### config.mk
export PLATFORM = sky130hd
export DESIGN_NAME = axi_lite_arb2
export DESIGN_NICKNAME = d
export VERILOG_FILES = /design/src/rtl/axi_arb_pkg.sv /design/src/rtl/rr_arb2.sv /design/src/rtl/axi_lite_arb2.sv
export SDC_FILE = /design/constraint.sdc
export NUM_CORES = 1
export LEC_CHECK = 0
export CORE_ASPECT_RATIO = 1.2
export CORE_MARGIN = 1
export CORE_UTILIZATION = 34
export DETAILED_ROUTE_END_ITERATION = 8
export PLACE_DENSITY = 0.81
export SLEW_MARGIN = 20
export SYNTH_ARGS = -nofsm -noshare
export SYNTH_HDL_FRONTEND = slang
export SYNTH_SLANG_ARGS = --single-unit
### constraint.sdc
create_clock -name clk -period 2.4 [get_ports clk]
set_input_delay 0.48 -clock clk [delete_from_list [all_inputs] [get_ports clk]]
set_output_delay 0.48 -clock clk [all_outputs]
set_load 0.005 [all_outputs]
### src/rtl/axi_arb_pkg.sv
// Shared definitions for the two-requester AXI-lite arbiter.
//   - arb_state_t : arbiter FSM state encoding
//   - *_DEF       : default widths and stall timeout used by axi_lite_arb2
package axi_arb_pkg;

    localparam int ADDR_W_DEF  = 4;
    localparam int WDATA_W_DEF = 4;
    localparam int RDATA_W_DEF = 8;
    localparam int TIMEOUT_DEF = 64;

    typedef enum logic [1:0] {
        ST_IDLE    = 2'd0,
        ST_RD_ADDR = 2'd1,
        ST_RD_DATA = 2'd2,
        ST_WR      = 2'd3
    } arb_state_t;

endpackage

### src/rtl/rr_arb2.sv
// Two-way round-robin picker, purely combinational.
//   req  : request vector, bit i = requester i wants the slave
//   last : index of the requester served most recently
//   gnt  : one-hot pick, 0 when nobody requests
module rr_arb2 (
    input  logic [1:0] req,
    input  logic       last,
    output logic [1:0] gnt
);

    // Only a tie needs the history bit: the requester that did not go last wins.
    always_comb begin
        gnt = req;
        if (req == 2'b11) begin
            gnt = last ? 2'b01 : 2'b10;
        end
    end

endmodule

### src/rtl/axi_lite_arb2.sv
// Arbiter placing two AXI-lite-style requesters (AR/R/AW/W, no B) in front of
// one register slave. One complete transaction is granted at a time, ties go
// round-robin, and a transaction the slave stalls on for TIMEOUT cycles is
// abandoned with a sticky error flag.
//
// Ports
//   clk, rst        : clock, synchronous active-high reset
//   m_*             : per-requester channels, index i in {0,1}
//   ms_* / sm_*     : to / from the slave
//   grant           : one-hot owner, 0 while idle
//   err_timeout     : sticky abort flag, cleared by err_clr (a new abort wins)
//
// State      | meaning
// -----------+------------------------------------------------------------
// ST_IDLE    | no owner; pick a requester from the current requests
// ST_RD_ADDR | owner's AR channel connected to the slave
// ST_RD_DATA | owner's R channel connected to the slave
// ST_WR      | owner's AW and W connected; each closes on its own handshake
module axi_lite_arb2
    import axi_arb_pkg::*;
#(
    parameter int ADDR_W  = ADDR_W_DEF,
    parameter int WDATA_W = WDATA_W_DEF,
    parameter int RDATA_W = RDATA_W_DEF,
    parameter int TIMEOUT = TIMEOUT_DEF
) (
    input  logic                         clk,
    input  logic                         rst,

    input  logic [1:0]                   m_arvalid,
    input  logic [1:0][ADDR_W-1:0]       m_araddr,
    input  logic [1:0]                   m_rready,
    input  logic [1:0]                   m_awvalid,
    input  logic [1:0][ADDR_W-1:0]       m_awaddr,
    input  logic [1:0]                   m_wvalid,
    input  logic [1:0][WDATA_W-1:0]      m_wdata,
    output logic [1:0]                   m_arready,
    output logic [1:0]                   m_rvalid,
    output logic [1:0][RDATA_W-1:0]      m_rdata,
    output logic [1:0]                   m_awready,
    output logic [1:0]                   m_wready,

    output logic                         ms_arvalid,
    output logic [ADDR_W-1:0]            ms_araddr,
    output logic                         ms_rready,
    output logic                         ms_awvalid,
    output logic [ADDR_W-1:0]            ms_awaddr,
    output logic                         ms_wvalid,
    output logic [WDATA_W-1:0]           ms_wdata,
    input  logic                         sm_arready,
    input  logic                         sm_rvalid,
    input  logic [RDATA_W-1:0]           sm_rdata,
    input  logic                         sm_awready,
    input  logic                         sm_wready,

    output logic [1:0]                   grant,
    output logic                         err_timeout,
    input  logic                         err_clr
);

    // Stall timer counts down from TIMEOUT-1; reaching zero on a stall cycle
    // means TIMEOUT consecutive cycles went by without progress.
    localparam int              TMR_W    = (TIMEOUT > 1) ? $clog2(TIMEOUT) : 1;
    localparam logic [TMR_W-1:0] TMR_LOAD = TMR_W'(TIMEOUT - 1);

    arb_state_t       state;
    logic             last;
    logic             aw_done;
    logic             w_done;
    logic [TMR_W-1:0] tmr;

    logic [1:0] req;
    logic [1:0] pick;
    logic       gsel;
    logic       st_rd_addr;
    logic       st_rd_data;
    logic       st_wr;
    logic       ar_hs;
    logic       r_hs;
    logic       aw_hs;
    logic       w_hs;
    logic       tmr_expired;
    logic       abort;

    assign req = m_arvalid | m_awvalid;

    rr_arb2 u_rr (
        .req  (req),
        .last (last),
        .gnt  (pick)
    );

    // grant is 0 in IDLE, so gsel only matters when every path below is
    // already gated off by state.
    assign gsel       = grant[1];
    assign st_rd_addr = (state == ST_RD_ADDR);
    assign st_rd_data = (state == ST_RD_DATA);
    assign st_wr      = (state == ST_WR);

    assign ms_arvalid = st_rd_addr & m_arvalid[gsel];
    assign ms_araddr  = m_araddr[gsel];
    assign ms_rready  = st_rd_data & m_rready[gsel];
    assign ms_awvalid = st_wr & ~aw_done & m_awvalid[gsel];
    assign ms_awaddr  = m_awaddr[gsel];
    assign ms_wvalid  = st_wr & ~w_done & m_wvalid[gsel];
    assign ms_wdata   = m_wdata[gsel];

    assign m_arready  = grant & {2{st_rd_addr & sm_arready}};
    assign m_rvalid   = grant & {2{st_rd_data & sm_rvalid}};
    assign m_awready  = grant & {2{st_wr & ~aw_done & sm_awready}};
    assign m_wready   = grant & {2{st_wr & ~w_done & sm_wready}};
    assign m_rdata    = {2{sm_rdata}};

    assign ar_hs = ms_arvalid & sm_arready;
    assign r_hs  = ms_rready & sm_rvalid;
    assign aw_hs = ms_awvalid & sm_awready;
    assign w_hs  = ms_wvalid & sm_wready;

    assign tmr_expired = (TIMEOUT != 0) && (tmr == '0);
    assign abort       = (state != ST_IDLE) && !(ar_hs | r_hs | aw_hs | w_hs) && tmr_expired;

    always_ff @(posedge clk) begin
        if (rst) begin
            state       <= ST_IDLE;
            grant       <= 2'b00;
            last        <= 1'b1;
            aw_done     <= 1'b0;
            w_done      <= 1'b0;
            tmr         <= '0;
            err_timeout <= 1'b0;
        end else begin
            if (err_clr) begin
                err_timeout <= 1'b0;
            end

            if (abort) begin
                // The aborted owner counts as served so the other side wins next.
                state       <= ST_IDLE;
                grant       <= 2'b00;
                last        <= gsel;
                aw_done     <= 1'b0;
                w_done      <= 1'b0;
                err_timeout <= 1'b1;
            end else begin
                case (state)
                    ST_IDLE: begin
                        tmr <= TMR_LOAD;
                        if (|req) begin
                            grant <= pick;
                            // A requester with both valids is served read first.
                            state <= m_arvalid[pick[1]] ? ST_RD_ADDR : ST_WR;
                        end
                    end
                    ST_RD_ADDR: begin
                        if (ar_hs) begin
                            state <= ST_RD_DATA;
                            tmr   <= TMR_LOAD;
                        end else begin
                            tmr <= tmr - 1'b1;
                        end
                    end
                    ST_RD_DATA: begin
                        if (r_hs) begin
                            state <= ST_IDLE;
                            grant <= 2'b00;
                            last  <= gsel;
                        end else begin
                            tmr <= tmr - 1'b1;
                        end
                    end
                    ST_WR: begin
                        if ((aw_done | aw_hs) && (w_done | w_hs)) begin
                            state   <= ST_IDLE;
                            grant   <= 2'b00;
                            last    <= gsel;
                            aw_done <= 1'b0;
                            w_done  <= 1'b0;
                        end else begin
                            if (aw_hs) aw_done <= 1'b1;
                            if (w_hs)  w_done  <= 1'b1;
                            tmr <= (aw_hs | w_hs) ? TMR_LOAD : tmr - 1'b1;
                        end
                    end
                    default: begin
                        state <= ST_IDLE;
                        grant <= 2'b00;
                    end
                endcase
            end
        end
    end

endmodule

==> results_dict.tcl <==
set metrics [dict create \
    p_switching_uw 298 \
    worst_setup_path_end_kind "output pin" \
    mostFrequentLayoutCells "64 x clkdlybuf4s50_1, 16 x mux2_2, 13 x dfxtp_1, 13 x buf_4, 12 x a21oi_1" \
    clock_path_buffers 2 \
    drive_gt1_share_pct 18.4 \
    setup_violations 0 \
    synth_top_flop_cell "dfxtp_1" \
    insertion_delay_ns 0.24 \
    reg2reg_slack_ns 0.30 \
    hold_viol 0 \
    cts_tree "built" \
    hold_path_end "err_timeout" \
    clock_sinks 14 \
    grt_start_max_net_pins 13 \
    worstPathArrival_ns 1.89 \
    place_inst 235 \
    antenna_found_initial 0 \
    switching_share_pct 32.5 \
    die_h_um 66.4 \
    crit_fanout 3 \
    hold_depth 2 \
    syn_avg_cell_area_um2 8.38 \
    power_density_nw_per_um2 489 \
    grt_pass1_vias 1167 \
    final_util_pct 56.7 \
    grtUsageTotal_pct 17.5 \
    cts_max_level 1 \
    clockRootBuffer "clkbuf_8" \
    layout_commonest_cell "clkdlybuf4s50_1" \
    ant_nets 0 \
    hpwl_um 2690 \
    num_rows 23 \
    clock.fmax_mhz 422 \
    routedWlPerCell_um 13.9 \
    cap_violations 0 \
    die_x_um 55.6 \
    syn-num-nets 189 \
    tightest_slew_ns 0.627 \
    pin_count 90 \
    clkTransAtPathRegs_ns 0.06 \
    start_util_pct 35.5 \
    min_period_over_period_pct 98.7 \
    ys_ff_latch 14 \
    gr-total-overflow 0 \
    layout_setup_ws_ns 0.0309 \
    yosysUniqueCellTypes 38 \
    syn_to_final_growth_pct 59.9 \
    drt-total-wl_um 3300 \
    pre_cts_ws_ns 0.0231 \
    final_cells 238 \
    die_area_um2 3690 \
    reg2reg_depth 7 \
    finalMaxSlewViolations 0 \
    synth_edf_count 0 \
    dr.pass1.iters 4 \
    pwr-share-comb_pct 44.0 \
    grt_pass1_wl_um 5220 \
    cts_made_buffers 3 \
    port_buffers 65 \
    fillers 308 \
    finClkSkew_ns 0.000947 \
    ir_drop_uv 388 \
    worstSetupPathType "in2out" \
    fin_nets 252 \
    synth_seq_area_share_pct 23.9 \
    hold_class "reg2reg" \
    min_from "err_timeout" \
    start_kind "input port" \
    final.setup.tns_ns 0 \
    ys_async_sr_fraction_pct 0 \
    vias 1250 \
    intPower_uw 619 \
    drc 0 \
    drt_iter0_markers 48 \
    vias_per_cell 5.25 \
    netlist_instances 140 \
    r2r_end "last" \
    rsz0062_at_grt "no" \
    netlist_area_um2 1170 \
    outcome "finished clean" \
    leakage_uw 0.000720 \
    ys.warnings.count 0 \
    fin_crit_ns 2.37 \
    seq_power_share_pct 35.2 \
    relSlewSlack_pct 57.8 \
    r2r-start "tmr[0]" \
    antenna_cells 0 \
    power_frac_clock_pct 20.8 \
    required_ns 1.92 \
    gp_congestion 0.855 \
    core_um2 3310 \
]
area by class of cell:
class	instances	area, um2	area share (%)
tap	37	46.3	2.47
sequential	14	282	15.0
timing repair buffer	78	751	40.0
multi-input combinational	101	738	39.3
clock buffer	3	41.3	2.20
inverter	5	18.8	1.00
timing repair:
item,in CTS,in global routing
hold endpoints to repair,0,0
resized for setup,0,2
hold buffers,0,0
setup buffers,0,0
setup endpoints to repair,0,2
cell usage after synthesis, types with 3 or more instances:
cell type	count	area, um2
a21oi_1	12	60.1
and2_1	6	37.5
and3_1	4	25.0
buf_4	16	120
clkbuf_1	3	11.3
dfxtp_1	14	280
inv_1	5	18.8
mux2_2	16	180
nand2_1	6	22.5
nand2b_1	4	25.0
nor2_1	4	15.0
nor3_1	6	30.0
nor3b_1	4	30.0
o21ai_0	9	45.0
stage by stage:
stage	hold WS, ns	total power (uW)	area, um2
2_1_floorplan	0.452	540	1170
3_3_place_gp	0.470	719	1830
3_5_place_dp	0.467	728	1830
4_1_cts	0.482	919	1870
5_1_grt	0.519	976	1880
6_report	0.490	917	1880
logic make-up (layout without fill, tap and decap cells):
| logic type | after synthesis | after routing | share of synthesized area [%] |
|---|---|---|---|
| buffers and inverters | 25 | 86 | 13.2 |
| and+or+nand+nor | 50 | 50 | 27.2 |
| AOI/OAI and AO/OA | 33 | 33 | 18.2 |
| muxes | 16 | 16 | 15.4 |
| DFF | 14 | 14 | 23.9 |
| adders and majority gates | 2 | 2 | 2.13 |
registers in the layout, summed over array words and instances, names as in the netlist:
register and count:
aw_done 1, tmr 6, err_timeout 1, last 1
state 2, w_done 1, grant 2
how the worst max path moves through the flow:
stage,from,end,slack [ns],cells after the start
final,m_wvalid[0],ms_wvalid,0.03,4
after CTS,m_awvalid[1],ms_awvalid,0.02,4
after floorplan,tmr[0],last,0.41,7
after detailed placement,m_awvalid[1],ms_awvalid,0.02,4
after global placement,m_awvalid[0],ms_awvalid,0.05,4
after global routing,m_wvalid[0],ms_wvalid,0.002,4
metal layers:
metal / GRT usage (%) / share of wire, %
met1: 19.6 / 41
met2: 31.8 / 49
met3: 4.31 / 7.6
met4: 7.19 / 1.8
met5: 0 / 0
power groups by stage:
stage / Clock, uW / Sequential (uW) / Combinational (uW)
finish: 191 / 323 / 403
global route: 203 / 331 / 442
CTS: 193 / 322 / 403
detailed placement: 0 / 327 / 402
global placement: 0 / 326 / 393
floorplan: 0 / 304 / 236
critical path: stages:
cell and delay (ns):
clkdlybuf4s50_1 0.45, mux2_2 0.17, nor3b_1 0.23, clkdlybuf4s50_1 0.55
(Power assumes the default switching activity.)
